--- config.mk ---
export PLATFORM = sky130hd
export DESIGN_NAME = pipe_ctrl_flat
export DESIGN_NICKNAME = d
export VERILOG_FILES = /design/src/rtl/pipe_ctrl_if.sv /design/src/rtl/pipe_ctrl.sv /design/src/flat_wrapper.sv
export SDC_FILE = /design/constraint.sdc
export NUM_CORES = 1
export LEC_CHECK = 0
export BUFFER_PORTS_ARGS = -buffer_cell sky130_fd_sc_hd__buf_4
export CAP_MARGIN = 25
export CORE_ASPECT_RATIO = 0.5
export CORE_MARGIN = 2
export CORE_UTILIZATION = 42
export DETAILED_ROUTE_END_ITERATION = 12
export PLACE_DENSITY = 0.88
export SLEW_MARGIN = 20
export SYNTH_ARGS = -nofsm -noshare
export SYNTH_HDL_FRONTEND = slang
export SYNTH_SLANG_ARGS = --single-unit
--- constraint.sdc ---
create_clock -name clk -period 2.9 [get_ports clk]
set_input_delay 0.435 -clock clk [delete_from_list [all_inputs] [get_ports clk]]
set_output_delay 0.435 -clock clk [all_outputs]
set_load 0.02 [all_outputs]
--- src/rtl/pipe_ctrl_if.sv ---
// Purpose : groups the hazard-detector strobes, halt/go and the pipeline control outputs of pipe_ctrl.
// Latency : n/a (wires only).
// Backpressure: none; stalls are expressed through pc_en/fd_en/clears.
// Signals : LOADUSE, BRANCH, E_Rs, M_Rs, E_Rt, M_Rt, halt, go   (master -> slave)
//           pc_en, fd_en, fd_clr, de_clr, fwd_a, fwd_b, halted,
//           stall_cnt, flush_cnt, cycle_cnt                      (slave -> master)
interface pipe_ctrl_if #(
  parameter int CNT_W = 32
);
  logic             LOADUSE;
  logic             BRANCH;
  logic             E_Rs;
  logic             M_Rs;
  logic             E_Rt;
  logic             M_Rt;
  logic             halt;
  logic             go;
  logic             pc_en;
  logic             fd_en;
  logic             fd_clr;
  logic             de_clr;
  logic [1:0]       fwd_a;
  logic [1:0]       fwd_b;
  logic             halted;
  logic [CNT_W-1:0] stall_cnt;
  logic [CNT_W-1:0] flush_cnt;
  logic [CNT_W-1:0] cycle_cnt;

  // Driver of the strobes (hazard detector / ID stage side).
  modport master (
    output LOADUSE, BRANCH, E_Rs, M_Rs, E_Rt, M_Rt, halt, go,
    input  pc_en, fd_en, fd_clr, de_clr, fwd_a, fwd_b, halted,
    input  stall_cnt, flush_cnt, cycle_cnt
  );

  // The control stage itself.
  modport slave (
    input  LOADUSE, BRANCH, E_Rs, M_Rs, E_Rt, M_Rt, halt, go,
    output pc_en, fd_en, fd_clr, de_clr, fwd_a, fwd_b, halted,
    output stall_cnt, flush_cnt, cycle_cnt
  );
endinterface

--- src/rtl/pipe_ctrl.sv ---
// Purpose : pipeline control downstream of the hazard detector: PC/IF-ID/ID-EX enables and
//           clears, ALU forwarding selects, syscall-halt drain sequencer, optional statistics.
// Latency : control and forwarding outputs are combinational from the current strobes/state;
//           state moves on the next rising clk edge; counters show an event one cycle later.
// Backpressure: none accepted; this block creates stalls (pc_en/fd_en low) and bubbles (clears).
// Ports   : clk, rst_n (async active-low); pif (pipe_ctrl_if.slave) carrying the strobes,
//           halt/go, the enables/clears, fwd_a/fwd_b, halted and the three statistics counters.
// Options : define PIPE_STATS_EN to build the saturating stall/flush/cycle counters;
//           otherwise the counter outputs read 0 and no counter flops exist.
module pipe_ctrl #(
  parameter int DRAIN_CYC = 3,   // 1..15
  parameter int CNT_W     = 32
) (
  input  logic       clk,
  input  logic       rst_n,
  pipe_ctrl_if.slave pif
);

  typedef enum logic [1:0] {
    RUN   = 2'b00,
    DRAIN = 2'b01,
    HALT  = 2'b10
  } state_t;

  localparam logic [3:0] DRAIN_LOAD = 4'(DRAIN_CYC - 1);

  state_t     state_q, state_d;
  logic [3:0] drain_q, drain_d;

  logic pc_en, fd_en, fd_clr, de_clr, halted;

  // Forwarding is independent of FSM state; the EX-stage match is the younger
  // producer, so it wins over MEM.
  assign pif.fwd_a = pif.E_Rs ? 2'b01 : (pif.M_Rs ? 2'b10 : 2'b00);
  assign pif.fwd_b = pif.E_Rt ? 2'b01 : (pif.M_Rt ? 2'b10 : 2'b00);

  always_ff @(posedge clk or negedge rst_n) begin
    if (!rst_n) begin
      state_q <= RUN;
      drain_q <= '0;
    end else begin
      state_q <= state_d;
      drain_q <= drain_d;
    end
  end

  always_comb begin
    state_d = state_q;
    drain_d = drain_q;
    pc_en   = 1'b1;
    fd_en   = 1'b1;
    fd_clr  = 1'b0;
    de_clr  = 1'b0;
    halted  = 1'b0;
    unique case (state_q)
      RUN: begin
        if (pif.BRANCH) begin
          // A stalled instruction under a taken branch is wrong-path: flush, don't stall.
          fd_clr = 1'b1;
          de_clr = 1'b1;
        end else if (pif.LOADUSE) begin
          pc_en  = 1'b0;
          fd_en  = 1'b0;
          de_clr = 1'b1;
        end else if (pif.halt) begin
          // Halt only counts on a clean cycle; otherwise the instruction re-presents it.
          state_d = DRAIN;
          drain_d = DRAIN_LOAD;
        end
      end
      DRAIN: begin
        // Older instructions keep retiring while fetch is frozen and IF/ID filled with bubbles.
        pc_en  = 1'b0;
        fd_clr = 1'b1;
        if (drain_q == 4'd0) state_d = HALT;
        else                 drain_d = drain_q - 4'd1;
      end
      HALT: begin
        pc_en  = 1'b0;
        fd_en  = 1'b0;
        de_clr = 1'b1;
        halted = 1'b1;
        if (pif.go) state_d = RUN;
      end
      default: state_d = RUN;
    endcase
  end

  assign pif.pc_en  = pc_en;
  assign pif.fd_en  = fd_en;
  assign pif.fd_clr = fd_clr;
  assign pif.de_clr = de_clr;
  assign pif.halted = halted;

`ifdef PIPE_STATS_EN
  logic [CNT_W-1:0] stall_q, stall_d;
  logic [CNT_W-1:0] flush_q, flush_d;
  logic [CNT_W-1:0] cyc_q,   cyc_d;

  function automatic logic [CNT_W-1:0] sat_inc(input logic [CNT_W-1:0] v, input logic inc);
    return (inc && (v != {CNT_W{1'b1}})) ? v + CNT_W'(1) : v;
  endfunction

  always_comb begin
    stall_d = sat_inc(stall_q, (state_q == RUN) && pif.LOADUSE && !pif.BRANCH);
    flush_d = sat_inc(flush_q, (state_q == RUN) && pif.BRANCH);
    cyc_d   = sat_inc(cyc_q,   (state_q == RUN));
  end

  always_ff @(posedge clk or negedge rst_n) begin
    if (!rst_n) begin
      stall_q <= '0;
      flush_q <= '0;
      cyc_q   <= '0;
    end else begin
      stall_q <= stall_d;
      flush_q <= flush_d;
      cyc_q   <= cyc_d;
    end
  end

  assign pif.stall_cnt = stall_q;
  assign pif.flush_cnt = flush_q;
  assign pif.cycle_cnt = cyc_q;
`else
  assign pif.stall_cnt = '0;
  assign pif.flush_cnt = '0;
  assign pif.cycle_cnt = '0;
`endif

endmodule

--- src/flat_wrapper.sv ---
// flat-port wrapper written by rule: the top's interface ports become plain ports
module pipe_ctrl_flat 
#(
  parameter int DRAIN_CYC = 3,           
  parameter int CNT_W     = 32
)
  (clk, rst_n, pif_LOADUSE, pif_BRANCH, pif_E_Rs, pif_M_Rs, pif_E_Rt, pif_M_Rt, pif_halt, pif_go, pif_pc_en, pif_fd_en, pif_fd_clr, pif_de_clr, pif_fwd_a, pif_fwd_b, pif_halted, pif_stall_cnt, pif_flush_cnt, pif_cycle_cnt);
  pipe_ctrl_if #(.CNT_W(CNT_W)) pif_i ();
  input  logic clk;
  input  logic rst_n;
  input wire logic [$bits(pif_i.LOADUSE)-1:0] pif_LOADUSE;
  input wire logic [$bits(pif_i.BRANCH)-1:0] pif_BRANCH;
  input wire logic [$bits(pif_i.E_Rs)-1:0] pif_E_Rs;
  input wire logic [$bits(pif_i.M_Rs)-1:0] pif_M_Rs;
  input wire logic [$bits(pif_i.E_Rt)-1:0] pif_E_Rt;
  input wire logic [$bits(pif_i.M_Rt)-1:0] pif_M_Rt;
  input wire logic [$bits(pif_i.halt)-1:0] pif_halt;
  input wire logic [$bits(pif_i.go)-1:0] pif_go;
  output wire logic [$bits(pif_i.pc_en)-1:0] pif_pc_en;
  output wire logic [$bits(pif_i.fd_en)-1:0] pif_fd_en;
  output wire logic [$bits(pif_i.fd_clr)-1:0] pif_fd_clr;
  output wire logic [$bits(pif_i.de_clr)-1:0] pif_de_clr;
  output wire logic [$bits(pif_i.fwd_a)-1:0] pif_fwd_a;
  output wire logic [$bits(pif_i.fwd_b)-1:0] pif_fwd_b;
  output wire logic [$bits(pif_i.halted)-1:0] pif_halted;
  output wire logic [$bits(pif_i.stall_cnt)-1:0] pif_stall_cnt;
  output wire logic [$bits(pif_i.flush_cnt)-1:0] pif_flush_cnt;
  output wire logic [$bits(pif_i.cycle_cnt)-1:0] pif_cycle_cnt;
  assign pif_i.LOADUSE = pif_LOADUSE;
  assign pif_i.BRANCH = pif_BRANCH;
  assign pif_i.E_Rs = pif_E_Rs;
  assign pif_i.M_Rs = pif_M_Rs;
  assign pif_i.E_Rt = pif_E_Rt;
  assign pif_i.M_Rt = pif_M_Rt;
  assign pif_i.halt = pif_halt;
  assign pif_i.go = pif_go;
  assign pif_pc_en = pif_i.pc_en;
  assign pif_fd_en = pif_i.fd_en;
  assign pif_fd_clr = pif_i.fd_clr;
  assign pif_de_clr = pif_i.de_clr;
  assign pif_fwd_a = pif_i.fwd_a;
  assign pif_fwd_b = pif_i.fwd_b;
  assign pif_halted = pif_i.halted;
  assign pif_stall_cnt = pif_i.stall_cnt;
  assign pif_flush_cnt = pif_i.flush_cnt;
  assign pif_cycle_cnt = pif_i.cycle_cnt;
  pipe_ctrl #(.DRAIN_CYC(DRAIN_CYC), .CNT_W(CNT_W)) u_core (.clk(clk), .rst_n(rst_n), .pif(pif_i));
endmodule
Word-level counts from Yosys, hierarchy flattened
Index checks and enable logic that the tools add are counted.
{"block": "word_totals", "reg_bits": 6, "wordCells": 42, "inputBits": 10, "output_inout_bits": 105}
{"block": "classes", "reduce_logical": 6, "mux": 25, "n_eq_ne": 8, "addsub": 1}
{"cell": "2-bit 2-to-1 mux", "n": 9}
{"cell": "4-bit 2-to-1 mux", "n": 4}
{"cell": "2-bit inequality test, second input constant", "n": 5}
{"cell": "5-bit AND reduction", "n": 2}
{"cell": "1-bit one-hot mux with 2 select lines", "n": 4}
{"cell": "4-bit one-hot mux with 2 select lines", "n": 1}
{"cell": "1-bit 2-to-1 mux", "n": 6}
{"cell": "2-bit one-hot mux with 3 select lines", "n": 1}
{"cell": "4-bit logical NOT", "n": 1}
{"cell": "4-bit by 1-bit subtractor with 4-bit output, second input constant", "n": 1}
{"cell": "2-bit by 1-bit equality test with 1-bit output, second input constant", "n": 1}
{"cell": "2-bit equality test, second input constant", "n": 1}
{"cell": "2-bit logical NOT", "n": 1}
{"cell": "2-bit by 1-bit inequality test with 1-bit output, second input constant", "n": 1}
{"cell": "2-bit nonzero test", "n": 1}
{"cell": "2-bit OR reduction", "n": 1}

Depth between registers and ports, before layout
{"block": "logic_depth", "word_depth": 4, "mapped_depth": 6, "ltp_nobuf": 5}

Least setup slack after synthesis
No wires, ideal clock.
{"block": "synth_timing", "path_type": "flip-flop to output port", "start": "reg u_core.state_q[0]", "end": "out pif_fd_en", "path_buffers": 1, "required_ns": 2.465, "path_stages_with_launch": 7, "slack_ns": 0.999, "t_arrival_ns": 1.466, "cell_sequence": "dfrtp_1 > inv_1 > ha_1 > clkbuf_1 > inv_1 > nor3b_1 > a21oi_1"}
{"block": "synth_via", "elab_chain_cells": 2}
{"item": "from (decl)", "line_no": "pipe_ctrl.sv:27", "source": "state_t state_q, state_d;"}
{"item": "from (signal assigned)", "line_no": "pipe_ctrl.sv:42", "source": "state_q <= state_d;"}
{"item": "2-bit equality test or 2-bit logical NOT (tied branches)", "line_no": "pipe_ctrl.sv:55", "source": "unique case (state_q)"}
{"item": "1-bit one-hot mux with 2 select lines (*)", "line_no": "pipe_ctrl.sv:55"}
{"item": "to (decl)", "line_no": "flat_wrapper.sv:20", "source": "output wire logic [$bits(pif_i.fd_en)-1:0] pif_fd_en;"}
Mark *: on every way between the ends. The rest lies on a longest branch, timed or not.

Worst setup path after layout
{"block": "layout_timing", "start": "reg u_core.state_q[1]", "end": "out pif_pc_en"}
{"block": "layout_via", "elab_chain_cells": 3}
{"item": "2-bit by 1-bit equality test with 1-bit output or 2-bit equality test (tied branches)", "line_no": "pipe_ctrl.sv:55"}
{"item": "2-bit OR reduction (no line)"}
{"item": "1-bit one-hot mux with 2 select lines (*)", "line_no": "pipe_ctrl.sv:55"}
{"item": "to (decl)", "line_no": "flat_wrapper.sv:19", "source": "output wire logic [$bits(pif_i.pc_en)-1:0] pif_pc_en;"}
Marks and branches as above.

==> metrics.cfg <==
[run_status]
status=finished, final reports clean

[global_route]
grt_start_max_net_pins=15
antenna_found_initial=0
grtUsageTotal_pct=8.15
grt_pass1_wl_um=2350
grt_pass1_vias=551
grt_overflow=0

[logic_synthesis]
synthCells=166
ys.flop_type=dfrtp_1
ys_seq_area_share_pct=11.4
yosys.cell_count.top_type=buf_4
synth-edff-count=0
synth.avg_cell_area_um2=7.95
synth_top_cell_by_area=buf_4
synth-seq-cells=6
netlist_area_um2=1320
synth_warnings=0
async_flop_share_pct=100
synth_common_cells=buf_4 (98), inv_1 (7), nor2b_1 (7), dfrtp_1 (6), ha_1 (6)
synth_top_area_share_pct=55.7
synth.top_cells.by_area=buf_4 (56%), dfrtp_1 (11%), ha_1 (5.7%), nor2b_1 (3.3%), nor3b_1 (2.3%)
post_synth_num_cell_types=30

[power]
power_switching_mw=0.460
p_int_mw=0.419
swShare_pct=52.3
clock_power_share_pct=13.8
p_seq_share_pct=20.0
p_total_mw=0.879
power_density_nw_per_um2=764
p_leak_nw=0.651
ir_worst_vdd_mv=0.199
p_comb_share_pct=66.3

[critical_path]
cp_common_cell=inv_1
end_kind=primary output
path_max_fanout=14
critical_path.top_delay_family=adder cells
worstSetupStartpointType=flop
crit_slowest_cell=ha_1
critical_path_required_ns=2.47
crit_arrival_ns=1.84
max_stage_delay_ns=0.45
cp_num_buf_inv=3
worstPathCellList=inv_1, ha_1, inv_1, nor3b_1, a21oi_1, buf_4
critPathKind=flop to primary output

[clocking]
cts_tree=done
clock_tree.buffer_depth=2
clock-root-buffer=clkbuf_8
postCtsHoldBufs=0
post_cts_resized=0
clock-sinks=6
post-cts-setup-buffer-count=0
clk_pin_slew_ns=0.03
clk_latency_ns=0.22
htree_levels=1
cts_inserted_buffers=3

[floorplanning]
die_h_um=43.6
ioPinCount=115
die_w_um=83.3
rows=14
fp.dieArea_um2=3630
start_util_pct=44.1
coreArea_um2=3000

[final_layout]
syn2layout_area_growth_pct=-12.8
nNetsFinal=198
finalInstanceArea_um2=1150
drive_above_1_share_pct=12.2
antenna_cells=0

[run]
maxCapViolations=0

[drt]
drt-total-wl_um=1830
ant_nets=0
routedWlPerCell_um=8.32
viasPerCell=3.68
drcViolationCount=0
dr_total_vias=810
dr.pass1.iters=4
drtIter0Drc=67

[sta]
rsz0062_at_grt=no
fin_crit_sh_pct=78.4
worstMarginPinSlew_ns=0.642
maxSlewHeadroom_pct=57.1
fin_setup_tns_ns=0
timing.fmax_mhz=440
slew_viol_final=0
finalHoldViolCount=0
period_minus_slack_ns=2.27
fin_skew_ns=0.000459
setup_viol=0

[placement]
hpwl_um=1550
placed_cell_area_um2=1110
gp_congestion=0.864
io_buffers=18

[hold_path]
min_path_type=input pin to async pin

## placed cells by master (no fill, tap or decap)
| cell type | instances |
|---|---|
| nand4_1 | 2 |
| o311a_1 | 1 |
| a32oi_1 | 1 |
| conb_1 | 96 |
| a41oi_1 | 1 |
| dfrtp_1 | 6 |
| a211o_1 | 1 |
| a31oi_1 | 4 |
| a2111oi_0 | 1 |
| ha_1 | 6 |
| o21ai_0 | 1 |
| a211oi_1 | 2 |
| or3b_1 | 2 |
| nand2b_1 | 2 |
| inv_1 | 7 |
| a221oi_2 | 1 |
| clkbuf_8 | 3 |
| mux2_1 | 1 |
| nand2_1 | 2 |
| buf_4 | 18 |
| nor3b_1 | 4 |
| o211ai_1 | 2 |
| a21oi_1 | 4 |
| nor2b_1 | 7 |
| o211a_1 | 1 |
| nor4b_1 | 1 |
| mux2i_1 | 1 |
| nor2_1 | 1 |
| nand3_1 | 1 |
## per-stage QoR
step	hold slack, ns	utilization [%]	setup slack [ns]	instances
2_1_floorplan	0.139	-	0.999	261
5_1_grt	0.0101	38.4	0.459	220
4_1_cts	0.0123	38.4	0.629	220
6_report	0.0178	38.4	0.628	220
3_3_place_gp	0.244	37.1	0.944	217
3_5_place_dp	0.246	37.1	0.877	217
## registers in the layout, summed over array words and instances, names as in the netlist
| register | flops |
|---|---|
| u_core.drain_q | 4 |
| u_core.state_q | 2 |
## power by group through the flow
stage               sequential [mW]  combinational [mW]  clock, mW
floorplan                     0.160               0.560          0
global placement              0.170               0.554          0
detailed placement            0.174               0.577          0
CTS                           0.173               0.579      0.126
global route                  0.181               0.629      0.133
finish                        0.176               0.583      0.121
## layout make-up
cell class                      instances  area [um^2]
Multi-Input combinational cell        146          748
Tap cell                               40         50.0
Fill cell                             296         1840
Inverter                                7         26.3
Timing Repair Buffer                   18          135
Sequential cell                         6          150
Clock buffer                            3         41.3
## routing by layer
| layer | global-route usage (%) | vias to the layer above | routed length (um) |
|---|---|---|---|
| li1 | - | 380 | - |
| met1 | 8.20 | 371 | 583 |
| met2 | 16.5 | 59 | 1030 |
| met3 | 3.05 | 0 | 221 |
| met4 | 1.97 | 0 | 0 |
| met5 | 0 | - | 0 |
## final timing paths
check	startpoint	end	slack [ns]	cells past startpoint
max	u_core.state_q[1]	pif_pc_en	0.63	6
min	rst_n	u_core.drain_q[2]	0.02	1
max reg2reg	u_core.drain_q[1]	u_core.state_q[0]	0.93	5
min reg2reg	u_core.state_q[0]	u_core.state_q[0]	0.52	1
max in group asynchronous	rst_n	u_core.drain_q[3]	2.77	1
min in group clk	u_core.state_q[0]	u_core.state_q[0]	0.52	1
## cells by family after synthesis
family / share of synthesized area, %
flops: 11.4
simple gates: 10.7
compound gates: 11.4
other cells: 0.284
fa+ha+maj: 5.69
buf+inv: 59.0
mux: 1.61
Note: power is estimated with default switching activity, not from simulation.
